### config.mk
export PLATFORM = sky130hd
export DESIGN_NAME = elc3_mem_ctrl
export DESIGN_NICKNAME = d
export VERILOG_FILES = /design/src/rtl/elc3_mem_ctrl.sv
export SDC_FILE = /design/constraint.sdc
export NUM_CORES = 1
export LEC_CHECK = 0
export CAP_MARGIN = 15
export CORE_MARGIN = 2
export CORE_UTILIZATION = 40
export DETAILED_ROUTE_END_ITERATION = 8
export GPL_TIMING_DRIVEN = 0
export PLACE_DENSITY = 0.83
export SYNTH_ARGS = -nofsm -noshare
export SYNTH_HDL_FRONTEND = slang
export SYNTH_SLANG_ARGS = --single-unit
### constraint.sdc
create_clock -name Clk -period 3 [get_ports Clk]
set_clock_uncertainty 0.05 [all_clocks]
set_input_delay 0.6 -clock Clk [delete_from_list [all_inputs] [get_ports Clk]]
set_output_delay 0.6 -clock Clk [all_outputs]
set_load 0.02 [all_outputs]
### src/rtl/elc3_mem_ctrl.sv
// eLC-3 memory/I-O controller: wait-stated RAM access with a one-cycle ready pulse.
// Define ELC3_MMIO_EN to map LEDR/SW/LEDG registers at IO_BASE and above.
module elc3_mem_ctrl #(
  parameter int unsigned ADDR_W      = 16,
  parameter int unsigned DATA_W      = 16,
  parameter int unsigned WAIT_STATES = 1,
  parameter int unsigned IO_BASE     = 16'hFE00
) (
  input  logic              Clk,
  input  logic              Reset,
  input  logic              MIO_EN,
  input  logic              R_W,
  input  logic [ADDR_W-1:0] MAR,
  input  logic [DATA_W-1:0] MDR_out,
  output logic [DATA_W-1:0] MDR_in,
  output logic              R,
  output logic [ADDR_W-1:0] mem_addr,
  output logic [DATA_W-1:0] mem_wdata,
  input  logic [DATA_W-1:0] mem_rdata,
  output logic              mem_ce,
  output logic              mem_we,
  input  logic [17:0]       SW,
  output logic [17:0]       LEDR,
  output logic [8:0]        LEDG
);

  typedef enum logic [1:0] {StIdle, StAccess, StDone} state_e;

  state_e            state_q;
  logic [3:0]        cnt_q;
  logic              rw_q;
  logic              io_q;
  logic [ADDR_W-1:0] addr_q;
  logic [DATA_W-1:0] wdata_q;
  logic [DATA_W-1:0] mdr_q;
  logic              r_q;
  logic              ce_q;
  logic              we_q;
  logic              req_io;
  logic [DATA_W-1:0] io_rdata;

`ifdef ELC3_MMIO_EN
  localparam logic [ADDR_W-1:0] IoBase = ADDR_W'(IO_BASE);

  logic [17:0] ledr_q;
  logic [8:0]  ledg_q;

  assign req_io = (MAR >= IoBase);

  always_comb begin
    io_rdata = '0;
    if (addr_q == IoBase) begin
      io_rdata = DATA_W'(ledr_q);
    end else if (addr_q == IoBase + ADDR_W'(1)) begin
      io_rdata = DATA_W'(SW);
    end else if (addr_q == IoBase + ADDR_W'(2)) begin
      io_rdata = DATA_W'(ledg_q);
    end
  end

  // LED registers load at the edge that closes the single I/O ACCESS cycle.
  always_ff @(posedge Clk) begin
    if (Reset) begin
      ledr_q <= '0;
      ledg_q <= '0;
    end else if (state_q == StAccess && io_q && rw_q) begin
      if (addr_q == IoBase) begin
        ledr_q <= 18'(wdata_q);
      end else if (addr_q == IoBase + ADDR_W'(2)) begin
        ledg_q <= 9'(wdata_q);
      end
    end
  end

  assign LEDR = ledr_q;
  assign LEDG = ledg_q;
`else
  logic unused_sw;

  assign unused_sw = ^SW;
  assign req_io    = 1'b0;
  assign io_rdata  = '0;
  assign LEDR      = '0;
  assign LEDG      = '0;
`endif

  always_ff @(posedge Clk) begin
    if (Reset) begin
      state_q <= StIdle;
      cnt_q   <= '0;
      rw_q    <= 1'b0;
      io_q    <= 1'b0;
      addr_q  <= '0;
      wdata_q <= '0;
      mdr_q   <= '0;
      r_q     <= 1'b0;
      ce_q    <= 1'b0;
      we_q    <= 1'b0;
    end else begin
      unique case (state_q)
        StIdle: begin
          r_q <= 1'b0;
          if (MIO_EN) begin
            addr_q  <= MAR;
            wdata_q <= MDR_out;
            rw_q    <= R_W;
            io_q    <= req_io;
            cnt_q   <= 4'(WAIT_STATES);
            ce_q    <= !req_io;
            we_q    <= R_W && !req_io;
            state_q <= StAccess;
          end
        end
        StAccess: begin
          if (io_q || cnt_q == 4'd0) begin
            ce_q    <= 1'b0;
            we_q    <= 1'b0;
            r_q     <= 1'b1;
            state_q <= StDone;
            if (!rw_q) begin
              mdr_q <= io_q ? io_rdata : mem_rdata;
            end
          end else begin
            cnt_q <= cnt_q - 4'd1;
          end
        end
        StDone: begin
          r_q     <= 1'b0;
          state_q <= StIdle;
        end
        default: state_q <= StIdle;
      endcase
    end
  end

  assign MDR_in    = mdr_q;
  assign R         = r_q;
  assign mem_addr  = addr_q;
  assign mem_wdata = wdata_q;
  assign mem_ce    = ce_q;
  assign mem_we    = we_q;

endmodule

Word level (Yosys, flattened, before mapping)

Index checks and enable logic that the tools add are counted.

Flip-flop bits (word level): 58
Bits of input ports: 70
Output and inout port bits: 78

Add/sub/neg operators: 1
Eq/ne operators: 5
Multiplexer cells: 13
Bitwise logic cells: 1
Reduce and logical (&&, ||, !) cells: 11

Operators with widths:

| operator              | count |
|---|---|
| $reduce_and A3 Y1     | 3 |
| $mux W4               | 2 |
| $pmux W4 S2           | 1 |
| $ne A2 B2 Y1 const B  | 3 |
| $pmux W1 S2           | 3 |
| $reduce_and A2 Y1     | 3 |
| $logic_not A4 Y1      | 1 |
| $mux W1               | 4 |
| $mux W2               | 2 |
| $pmux W2 S2           | 1 |
| $reduce_bool A2 Y1    | 2 |
| $sub A4 B1 Y4 const B | 1 |
| $eq A2 B1 Y1 const B  | 1 |
| $eq A2 B2 Y1 const B  | 1 |
| $logic_not A2 Y1      | 1 |
| $reduce_or A2 Y1      | 1 |
| $not A1 Y1            | 1 |

Logic depth before layout (Yosys ltp)

Word-level depth: 4
Gate-level depth with buffers: 6
Gate-level depth less buffers: 5

Worst setup path after synthesis

No wires, ideal clock.

Kind: input port to flip-flop
Start: input MIO_EN
End: register wdata_q[0] (netlist: mem_wdata[0])
Setup time: 132 ps
Arrival: 1453 ps
Slack: 1364 ps
Stages on the path: 5
Buffers on the path: 2
Path through: or3b_2 -> buf_2 -> buf_2 -> nand2_1 -> a21oi_1

Longest elaborated chain between the ends: 1

RTL lines:

| element                     | line | text |
|---|---|---|
| start: declaration          | 11   | `input logic MIO_EN,` |
| $reduce_and A2 Y1 (no line) | --   |  |
| end signal: assignment      | 105  | `wdata_q <= MDR_out;` |
| end: declaration            | 34   | `logic [DATA_W-1:0] wdata_q;` |

Every way passes these cells.
A chain may end at the register's enable or synchronous reset.

Worst setup path in the final report

Start: input MIO_EN
End: register wdata_q[2] (netlist: mem_wdata[2])

Same word-level chain as after synthesis.

==> metrics.md <==
| Metric | Value |
|---|---|
| Worst hold slack | `a little over 0.4 ns` |
| Setup TNS | `0 ns` |
| EDFF count, synth | `0` |
| Fmax | `0.499 GHz` |
| Final non-filler cell total | `between 500 and 600` |
| Power per cell area | `between 500 and 600 nW/um2` |
| Peak VDD IR | `about 0.38 mV` |
| DRT Wirelength | `between 6000 and 7000 um` |
| Grt ovf | `0` |
| Root Buffer | `clkbuf_8` |
| FF/Latch Area | `roughly 1200 um2` |
| Total Power | `between 2 and 2.5 mW` |
| Final antenna-violating net count | `0` |
| Hold WC Path Type | `reg2reg` |
| Pre-CTS setup slack | `around 0.66 ns` |
| Vias in the first global route | `between 2,000 and 2,500` |
| Finished Core Util | `0.648` |
| Fin area | `approximately 3800 um2` |
| Syn Std Cell Area | `2420 um2` |
| Max Slew Vio Count | `0` |
| Area of the multi-input gates | `between 1000 and 1500 um2` |
| Die height | `81.8 um` |
| FP Rows | `28` |
| Clock Latency Late Sink | `about 0.34 ns` |
| Commonest non-fill, non-tap cell in the layout | `clkdlybuf4s50_1` |
| Avg Cell Area, Syn | `approximately 8.4 um2` |
| Critical path arrival | `approximately 2.2 ns` |
| RSZ-0062 raised after global routing | `false` |
| Dominant synthesized flop cell | `dfxtp_1` |
| Area of the core | `about 5900 um2` |
| CTS Buf Count | `9` |
| Final #Nets | `around 500` |
| Initial Util | `0.411` |
| Total track usage | `0.190` |
| Synth cell types | `27` |
| CTS Buffer Depth | `2` |
| Hold-fix buffers at CTS | `0` |
| Vias/cell | `between 4 and 5` |
| Worst Tran Pin Value | `~0.66 ns` |
| CTS tree | `built` |
| HP Start | `mem_wdata[0]` |
| Residual DRC | `0` |
| H-tree levels | `3` |
| RR Startpoint | `cnt_q[0]` |
| Average wire per standard cell | `12.2 um` |
| Final worst slack | `just under 1 ns` |
| Yosys warns | `0` |
| Maximum fanout along the worst path | `10` |
| Layout cells sized above 1 | `0.132` |
| Max-Cap Viols | `0` |
| Synth Register Bits | `58` |
| Most frequent cells in the layout | `clkdlybuf4s50_1 (101), nand2_1 (68), dfxtp_1 (58), a21oi_1 (53)` |
| DRT Pass-1 Iters | `5` |
| Final Wtd Congestion | `between 0.8 and 0.9` |
| Crit start category | `input pin` |
| Minimum clock period | `between 2 and 2.5 ns` |
| DPL Wire Length | `approximately 4600 um` |
| Fillers | `a little under 500` |
| Die width | `around 80 um` |
| Postcts setup bufs | `0` |
| ANT cells | `0` |
| Setup violations, final | `0` |
| Clk pin slew, worst setup/hold paths | `roughly 0.06 ns` |
| Placed cell areas | `3620 um2` |
| Routed vias | `approximately 2,300` |
| Area growth, synth to finish | `57.5%` |
| Final hold vios | `0` |
| LEAKAGE | `approximately 1.5 nW` |
| CP startpoint | `MIO_EN` |
| Seq/Total Area, Yosys | `0.480` |
| PortBufs | `a little over 100` |
| Placed Cells | `490` |
| Initial antenna violation count | `0` |
| Crit path required time | `roughly 3.2 ns` |
| Crit Path Class | `in2reg` |
| Worst slew margin | `0.551` |
| # clock sinks | `58` |
| Quantity of gates resized following cts | `0` |
| Async SR Flop Fraction | `0` |
| Post-Synthesis Cells | `288` |
| First-pass GRT wire length | `9640 um` |
| Status | `finished, final reports clean` |
| Period Utilization, post-route | `0.669` |
| Die area | `between 6000 and 7000 um2` |
| Initial DRC count | `between 100 and 150` |
| Largest net degree at the start of global routing | `11` |
| CP Capture Type | `flip-flop` |
| Top-level port count | `~150` |
worst paths after layout:
kind	endpoint	slack (ns)	depth (start not counted)
max	mem_wdata[2]	0.99	5
max reg2reg	MDR_in[7]	1.20	6
min reg2reg	mem_wdata[0]	0.40	2
min	mem_wdata[0]	0.40	2
layout make-up:
cell class / count / share of cell area
clock buffers: 12 / 0.0433
multi-input cells: 206 / 0.277
clock inverters: 4 / 0.00656
inverters: 3 / 0.00295
flip-flops and latches: 58 / 0.304
plain buffers: 47 / 0.0761
repair buffers: 101 / 0.265
well taps: 75 / 0.0246
sequential cells by signal, summed over array words and instances, names as in the netlist:
register and cells:
mem_we 1, MDR_in 16, rw_q 1, mem_wdata 16, state_q 2, mem_ce 1, cnt_q 4, R 1
mem_addr 16
cell usage after synthesis (2+ instances only):
master | instances | area share
nand4b_1 | 16 | 0.058
dfxtp_1 | 58 | 0.48
a21oi_1 | 53 | 0.11
ha_1 | 2 | 0.010
o21ai_0 | 17 | 0.035
or3b_1 | 2 | 0.0072
buf_4 | 27 | 0.084
or4_1 | 2 | 0.0062
nand2_1 | 68 | 0.11
inv_1 | 3 | 0.0047
nor3b_2 | 2 | 0.010
or3_1 | 2 | 0.0052
o31ai_1 | 2 | 0.0062
buf_2 | 10 | 0.021
a211oi_1 | 2 | 0.0062
clkbuf_1 | 10 | 0.016
o211ai_1 | 2 | 0.0062
worst max-delay path, stage by stage:
cell and delay, ns:
clkdlybuf4s50_1 0.51, nor3b_2 0.56, buf_2 0.35, nand2_1 0.08, a21oi_1 0.12
routing by layer:
layer / part of all wire / vias up / track usage / routed length, um
met3: 0.093 / 11 / 0.105 / 571
li1: - / 1205 / - / -
met4: 0.016 / 0 / 0.0667 / 96
met1: 0.40 / 1052 / 0.207 / 2470
met5: 0 / - / 0 / 0
met2: 0.49 / 81 / 0.311 / 3030
where the power goes:
part,switching (mW),internal (mW)
sequential,0.0476,0.846
combinational,0.350,0.289
clock,0.303,0.364
total,0.700,1.50
cells by family after synthesis:
family,after synthesis,share of synthesized area
other,1,0.00155
buffers and inverters,50,0.125
AND/OR/NAND/NOR,98,0.209
adder cells (fa/ha/maj),2,0.0103
AO/OA/AOI/OAI,79,0.175
flip-flops,58,0.480
(Power assumes the default switching activity.)
